--- config.mk ---
export PLATFORM = sky130hd
export DESIGN_NAME = mult_div_unit
export DESIGN_NICKNAME = d
export VERILOG_FILES = /design/src/rtl/mult_div_unit.sv
export SDC_FILE = /design/constraint.sdc
export NUM_CORES = 1
export LEC_CHECK = 0
export BUFFER_PORTS_ARGS = -buffer_cell sky130_fd_sc_hd__buf_2
export CAP_MARGIN = 20
export CORE_ASPECT_RATIO = 0.5
export CORE_MARGIN = 2
export CORE_UTILIZATION = 40
export DETAILED_ROUTE_END_ITERATION = 12
export GPL_TIMING_DRIVEN = 0
export PLACE_DENSITY_LB_ADDON = 0.05
export RECOVER_POWER = 25
export SETUP_SLACK_MARGIN = 0.15
export SYNTH_ARGS = -nofsm -noshare
export SYNTH_HDL_FRONTEND = slang
export SYNTH_SLANG_ARGS = --single-unit
--- constraint.sdc ---
create_clock -name iCLK -period 7.6 [get_ports iCLK]
set_input_delay 1.52 -clock iCLK [delete_from_list [all_inputs] [get_ports iCLK]]
set_output_delay 1.52 -clock iCLK [all_outputs]
set_load 0.02 [all_outputs]
--- src/rtl/mult_div_unit.sv ---
// mult_div_unit: iterative shift-add multiply / restoring divide holding the HI/LO pair.
module mult_div_unit #(
  parameter int WIDTH = 32
) (
  input  logic             iCLK,
  input  logic             iRST,
  input  logic             iStart,
  input  logic [4:0]       iControlSignal,
  input  logic [WIDTH-1:0] iA,
  input  logic [WIDTH-1:0] iB,
  output logic [WIDTH-1:0] oHI,
  output logic [WIDTH-1:0] oLO,
  output logic             oBusy,
  output logic             oDone
);
  localparam logic [4:0] OPMULT  = 5'd10;
  localparam logic [4:0] OPMULTU = 5'd11;
  localparam logic [4:0] OPDIV   = 5'd12;
  localparam logic [4:0] OPDIVU  = 5'd13;
  localparam logic [4:0] OPMTHI  = 5'd14;
  localparam logic [4:0] OPMTLO  = 5'd15;
  localparam int CW = $clog2(WIDTH);
  typedef enum logic [1:0] {IDLE, RUN, FIX} state_t;
  state_t state_q, state_d;
  logic [CW-1:0] cnt_q, cnt_d;
  logic [2*WIDTH-1:0] acc_q, acc_d, prod;
  logic [WIDTH-1:0] b_q, b_d, a_q, a_d, hi_q, hi_d, lo_q, lo_d;
  logic [WIDTH-1:0] abs_a, abs_b, quo, rem;
  logic div_q, div_d, neg_q, neg_d, rneg_q, rneg_d, dz_q, dz_d, done_q, done_d;
  logic [WIDTH:0] msum, dsh, ddif;
  logic is_md, is_dv, sgn, ge;
  always_comb begin
    is_md = iControlSignal inside {OPMULT, OPMULTU, OPDIV, OPDIVU};
    is_dv = iControlSignal inside {OPDIV, OPDIVU};
    sgn = iControlSignal inside {OPMULT, OPDIV};
    abs_a = (sgn && iA[WIDTH-1]) ? -iA : iA;
    abs_b = (sgn && iB[WIDTH-1]) ? -iB : iB;
    msum = {1'b0, acc_q[2*WIDTH-1:WIDTH]} + {1'b0, acc_q[0] ? b_q : {WIDTH{1'b0}}};
    // acc holds {remainder, dividend/quotient}; remainder < divisor keeps dsh within WIDTH+1 bits
    dsh = {acc_q[2*WIDTH-1:WIDTH], acc_q[WIDTH-1]};
    ge = dsh >= {1'b0, b_q};
    ddif = dsh - {1'b0, b_q};
    prod = neg_q ? -acc_q : acc_q;
    quo = neg_q ? -acc_q[WIDTH-1:0] : acc_q[WIDTH-1:0];
    rem = rneg_q ? -acc_q[2*WIDTH-1:WIDTH] : acc_q[2*WIDTH-1:WIDTH];
    state_d = state_q;
    cnt_d = cnt_q;
    acc_d = acc_q;
    b_d = b_q;
    a_d = a_q;
    hi_d = hi_q;
    lo_d = lo_q;
    div_d = div_q;
    neg_d = neg_q;
    rneg_d = rneg_q;
    dz_d = dz_q;
    done_d = 1'b0;
    if (state_q == IDLE && iStart && is_md) begin
      state_d = RUN;
      cnt_d = '0;
      acc_d = {{WIDTH{1'b0}}, is_dv ? abs_a : abs_b};
      b_d = is_dv ? abs_b : abs_a;
      a_d = iA;
      div_d = is_dv;
      neg_d = sgn && (iA[WIDTH-1] ^ iB[WIDTH-1]);
      rneg_d = sgn && iA[WIDTH-1];
      dz_d = is_dv && iB == '0;
    end else if (state_q == IDLE && iStart) begin
      hi_d = iControlSignal == OPMTHI ? iA : hi_q;
      lo_d = iControlSignal == OPMTLO ? iA : lo_q;
    end else if (state_q == RUN) begin
      cnt_d = cnt_q + 1'b1;
      acc_d = div_q ? {ge ? ddif[WIDTH-1:0] : dsh[WIDTH-1:0], acc_q[WIDTH-2:0], ge}
                    : {msum, acc_q[WIDTH-1:1]};
      state_d = cnt_q == CW'(WIDTH - 1) ? FIX : RUN;
    end else if (state_q == FIX) begin
      state_d = IDLE;
      done_d = 1'b1;
      hi_d = dz_q ? a_q : div_q ? rem : prod[2*WIDTH-1:WIDTH];
      lo_d = dz_q ? {WIDTH{1'b1}} : div_q ? quo : prod[WIDTH-1:0];
    end
  end
  always_ff @(posedge iCLK or posedge iRST) begin
    if (iRST) begin
      state_q <= IDLE;
      cnt_q <= '0;
      acc_q <= '0;
      b_q <= '0;
      a_q <= '0;
      hi_q <= '0;
      lo_q <= '0;
      div_q <= 1'b0;
      neg_q <= 1'b0;
      rneg_q <= 1'b0;
      dz_q <= 1'b0;
      done_q <= 1'b0;
    end else begin
      state_q <= state_d;
      cnt_q <= cnt_d;
      acc_q <= acc_d;
      b_q <= b_d;
      a_q <= a_d;
      hi_q <= hi_d;
      lo_q <= lo_d;
      div_q <= div_d;
      neg_q <= neg_d;
      rneg_q <= rneg_d;
      dz_q <= dz_d;
      done_q <= done_d;
    end
  end
  assign oHI = hi_q;
  assign oLO = lo_q;
  assign oBusy = state_q != IDLE;
  assign oDone = done_q;
endmodule
# Yosys cells after proc, flatten, opt, wreduce, memory -nomap -nowiden
# Cells that the tools add are included.
# op_classes
n_eq_ne	13
n_mux	37
magnitude_cmp	1
bitwise_logic	2
reduce_logical	19
n_addsub	8
# op_table
operator	count
32-bit 2-to-1 mux	20
64-bit 2-to-1 mux	5
32-bit negation	4
64-bit negation	1
32-bit by 32-bit adder with 33-bit output	1
33-bit by 32-bit greater-or-equal comparator with 1-bit output	1
32-bit zero test	1
32-bit subtractor	1
5-bit by 4-bit equality test with 1-bit output (second input constant)	6
5-bit 2-to-1 mux	3
2-bit 2-to-1 mux	5
2-bit nonzero test	5
4-bit AND reduction	2
1-bit logical AND	6
2-bit by 1-bit inequality test with 1-bit output (second input constant)	3
5-bit by 1-bit adder with 5-bit output (second input constant)	1
5-bit equality test (second input constant)	1
1-bit 2-to-1 mux	4
2-bit AND reduction	2
4-bit nonzero test	1
3-bit nonzero test	1
2-bit by 1-bit equality test with 1-bit output (second input constant)	1
2-bit equality test (second input constant)	1
2-bit zero test	1
3 further kinds	3
# totals
elab_cells	92
reg_bits	204
output_inout_bits	66
input_bits	72

# Depth between registers and ports, before layout
# depth
word_depth	7
depth_mapped	13
ltp_nobuf	13

# Worst setup path after synthesis
# OpenSTA, ideal clock, no wires.
# synth_timing
kind	input to register
from	input port iB[13]
to	register acc_q[25]
path_slack_ns	3.770
n_path_buf	0
required_time_ns	7.474
arrival_time_ns	3.704
cell_stages	9
setup_ns	0.126
cell_sequence	or4_4 -> nor4_2 -> nand2b_1 -> or4_1 -> and2b_1 -> a21oi_1 -> xnor2_1 -> nor2_1 -> o32a_1
# synth_between
elab_chain_len	4
# synth_lines
item	line	text
start, declared	10	input logic [WIDTH-1:0] iB,
32-bit negation	37	abs_b = (sgn && iB[WIDTH-1]) ? -iB : iB;
32-bit 2-to-1 mux	37	
32-bit 2-to-1 mux	61	acc_d = {{WIDTH{1'b0}}, is_dv ? abs_a : abs_b};
64-bit 2-to-1 mux	58	if (state_q == IDLE && iStart && is_md) begin
end signal, assigned	87	acc_q <= '0;
end signal, assigned	100	acc_q <= acc_d;
end, declared	26	logic [2*WIDTH-1:0] acc_q, acc_d, prod;
# Every way passes these cells.
# A chain may end at the register's enable or synchronous reset.

==> flow_summary.yaml <==
setup_path:
  crit_chain: "buf_2, clkinvlp_2"
  cp_data_arrival_time_ns: 4.51
  crit_buf_inv: 2
  reg2reg_to: "oHI[8]"
  critPathKind: "input pin to async pin"
  endpoint_kind: "async pin"
  r2r-start: "acc_q[0]"
  rrSetupSlack_ns: 3.08
  worstPathMaxFanout: 106
  required_ns: 7.36
  cp_top_family: "buffers and inverters"
  reg2reg_depth: 10
  crit_slowest_cell: "clkinvlp_2"
  max_stage_delay_ns: 2.72
  startpoint_type: "input pin"
worst_hold_path:
  hold_path_end: "oLO[23]"
  whs_path_depth: 2
  hold_start: "oLO[23]"
  min_path_type: "flip-flop to flip-flop"
floorplanning:
  core_area_um2: 39200
  io_pins: 138
  rows: 51
  die_area_um2: 41800
  chipWidth_um: 287
  die_h_um: 146
  start_util_pct: 40.9
synthesis:
  synth_cell_type_count: 76
  synth.avg_cell_area_um2: 7.98
  syn_inst: 2011
  synthMostInstantiatedCell: "nand2_1"
  synth_common_cells: "nand2_1, dfrtp_1, o21ai_0"
  yosys_warnings: 0
  yosysSeqAreaShare_pct: 31.8
  netlist.area_leader.share_pct: 31.8
  ys_seq_elements: 204
  synth_edf_count: 0
  synth_ff_type: "dfrtp_1"
  ys_async_sr_fraction_pct: 100
  netlist_top_cells_area: "dfrtp_1, nand2_1, xnor2_1, ha_1, o21ai_0"
  syn-num-nets: 2155
  synthesis.area_um2: 16000
  synth_top_cell_by_area: "dfrtp_1"
clock_tree:
  cts_num_sinks: 204
  htreeDepth: 1
  ctsResizeCount: 0
  cts_root_buf: "clkbuf_16"
  cts_tree: "built"
  postCtsHoldBufs: 0
  path_clk_slew_ns: 0.07
  ctsLongestPathBuffers: 3
  insertion_delay_ns: 0.55
  post-cts-setup-buffers: 0
  numCtsBuffers: 23
sta:
  holdWs_ns: 0.470
  grt_setup_unrepaired: "no"
  fmaxAchievable_ghz: 0.211
  period_share_pct: 62.4
  max_slew_margin_pct: -232
  clock_skew_ns: 0.0171
  period_needed_ns: 4.74
  hold_violations: 0
  worst_pin_slew_ns: 4.95
  drv_slew: 106
  setup_violations: 0
  fin_ws_ns: 2.86
status:
  status: "finished with violations"
  violations: "max-capacitance violations, max-slew violations"
global_route:
  grt_max_degree: 107
  grt_pass1_vias: 15300
  grt_pass1_wl_um: 101000
  grt_use_total_pct: 32.3
  grt_overflow: 0
  antenna_found_initial: 3
detailed_routing:
  vias: 16500
  avgViaCountPerCell: 6.08
  drt_wl_total_um: 69400
  wire_per_inst_um: 25.6
  drt_pass1_iterations: 6
  drc: 0
  drt_iter0_markers: 1948
  antenna_left: 0
power:
  power_leakage_nw: 7.86
  vdd_drop_max_mv: 0.210
  p_per_area_nw_per_um2: 523
cells_and_area:
  area_growth_pct: 12.9
  drive_gt1_share_pct: 9.44
  layout.nets: 2312
job:
  maxCapViolations: 1
placement:
  dp_hpwl_um: 53600
  portBuffers: 129
  place_ws_ns: 2.91
  gp_congestion: 0.943
area by class of cell:
cell class,instances,area [um^2]
Inverter,62,234
Timing Repair Buffer,132,686
Fill cell,4031,21100
Antenna cell,1,2.50
Clock buffer,31,636
Multi-Input combinational cell,1605,10200
Sequential cell,204,5100
Clock inverter,9,82.6
Tap cell,530,663
Buffer,140,549
per-layer routing:
layer	wire (um)	GRT usage, %	vias up	share of wire, %
li1	-	-	7594	-
met5	27	0	-	0.039
met3	8230	11.2	106	12
met4	2040	8.67	4	2.9
met1	31500	47.4	8016	45
met2	27600	44.2	785	40
cell families (layout without fill, tap and decap cells):
group                    Yosys count  in the layout  synth area share (%)
AND/OR/NAND/NOR                  669            669                  19.3
AO/OA/AOI/OAI                    642            642                  25.7
flip-flops                       204            204                  31.8
buffers and inverters            202            374                  4.87
XOR/XNOR                         174            174                  9.50
adder cells (fa/ha/maj)           72             72                  5.71
multiplexers                      48             48                  3.05
other                              0              1                     0
worst max path at each step:
stage	from	endpoint	slack, ns	cells past startpoint
after floorplan	iRST	a_q[0]	0.51	1
after global placement	iRST	acc_q[43]	-2.54	2
after detailed placement	iControlSignal[1]	b_q[14]	2.91	12
after CTS	acc_q[0]	oHI[8]	3.35	10
after global routing	iRST	acc_q[61]	2.12	2
final	iRST	acc_q[54]	2.86	2
registers in the layout (all words and copies together) (netlist names), 2 cells and up:
register and count:
cnt_q 5, b_q 32, acc_q 64, oHI 32, a_q 32, oLO 32, state_q 2
metrics by stage:
stage	total power [mW]	cell area, um^2	TNS, ns	instances	utilization [%]
after floorplan	6.24	16000	0	2011	-
after global placement	8.16	17400	-511.74	2670	44.2
after detailed placement	8.16	17400	0	2672	44.3
after CTS	9.31	18100	0	2712	46.2
after global routing	10.1	18100	0	2713	46.2
final	9.48	18100	0	2714	46.2
where the power goes:
group,internal [mW],total [mW],switching [mW]
logic,2.29,6.08,3.80
clock network,0.621,1.13,0.513
registers,1.61,2.26,0.647
total,4.52,9.48,4.96
cell usage in the layout, fill, tap and decap left out, types with 22 or more instances in the layout:
master	Yosys	layout
nand2_1	276	276
dfrtp_1	204	204
o21ai_0	168	168
nor2_1	164	164
a21oi_1	148	148
buf_2	6	136
clkbuf_1	124	129
xnor2_1	104	104
xor2_1	70	70
ha_1	70	70
inv_1	61	60
o22ai_1	56	56
a21o_1	42	42
mux2i_1	41	41
nand3_1	32	32
o221ai_1	32	32
o31ai_1	32	32
nor3_1	31	31
and3_1	25	25
or3_1	24	24
clkbuf_16	0	23
a31oi_1	22	22
Note: power is estimated with default switching activity, not from simulation.
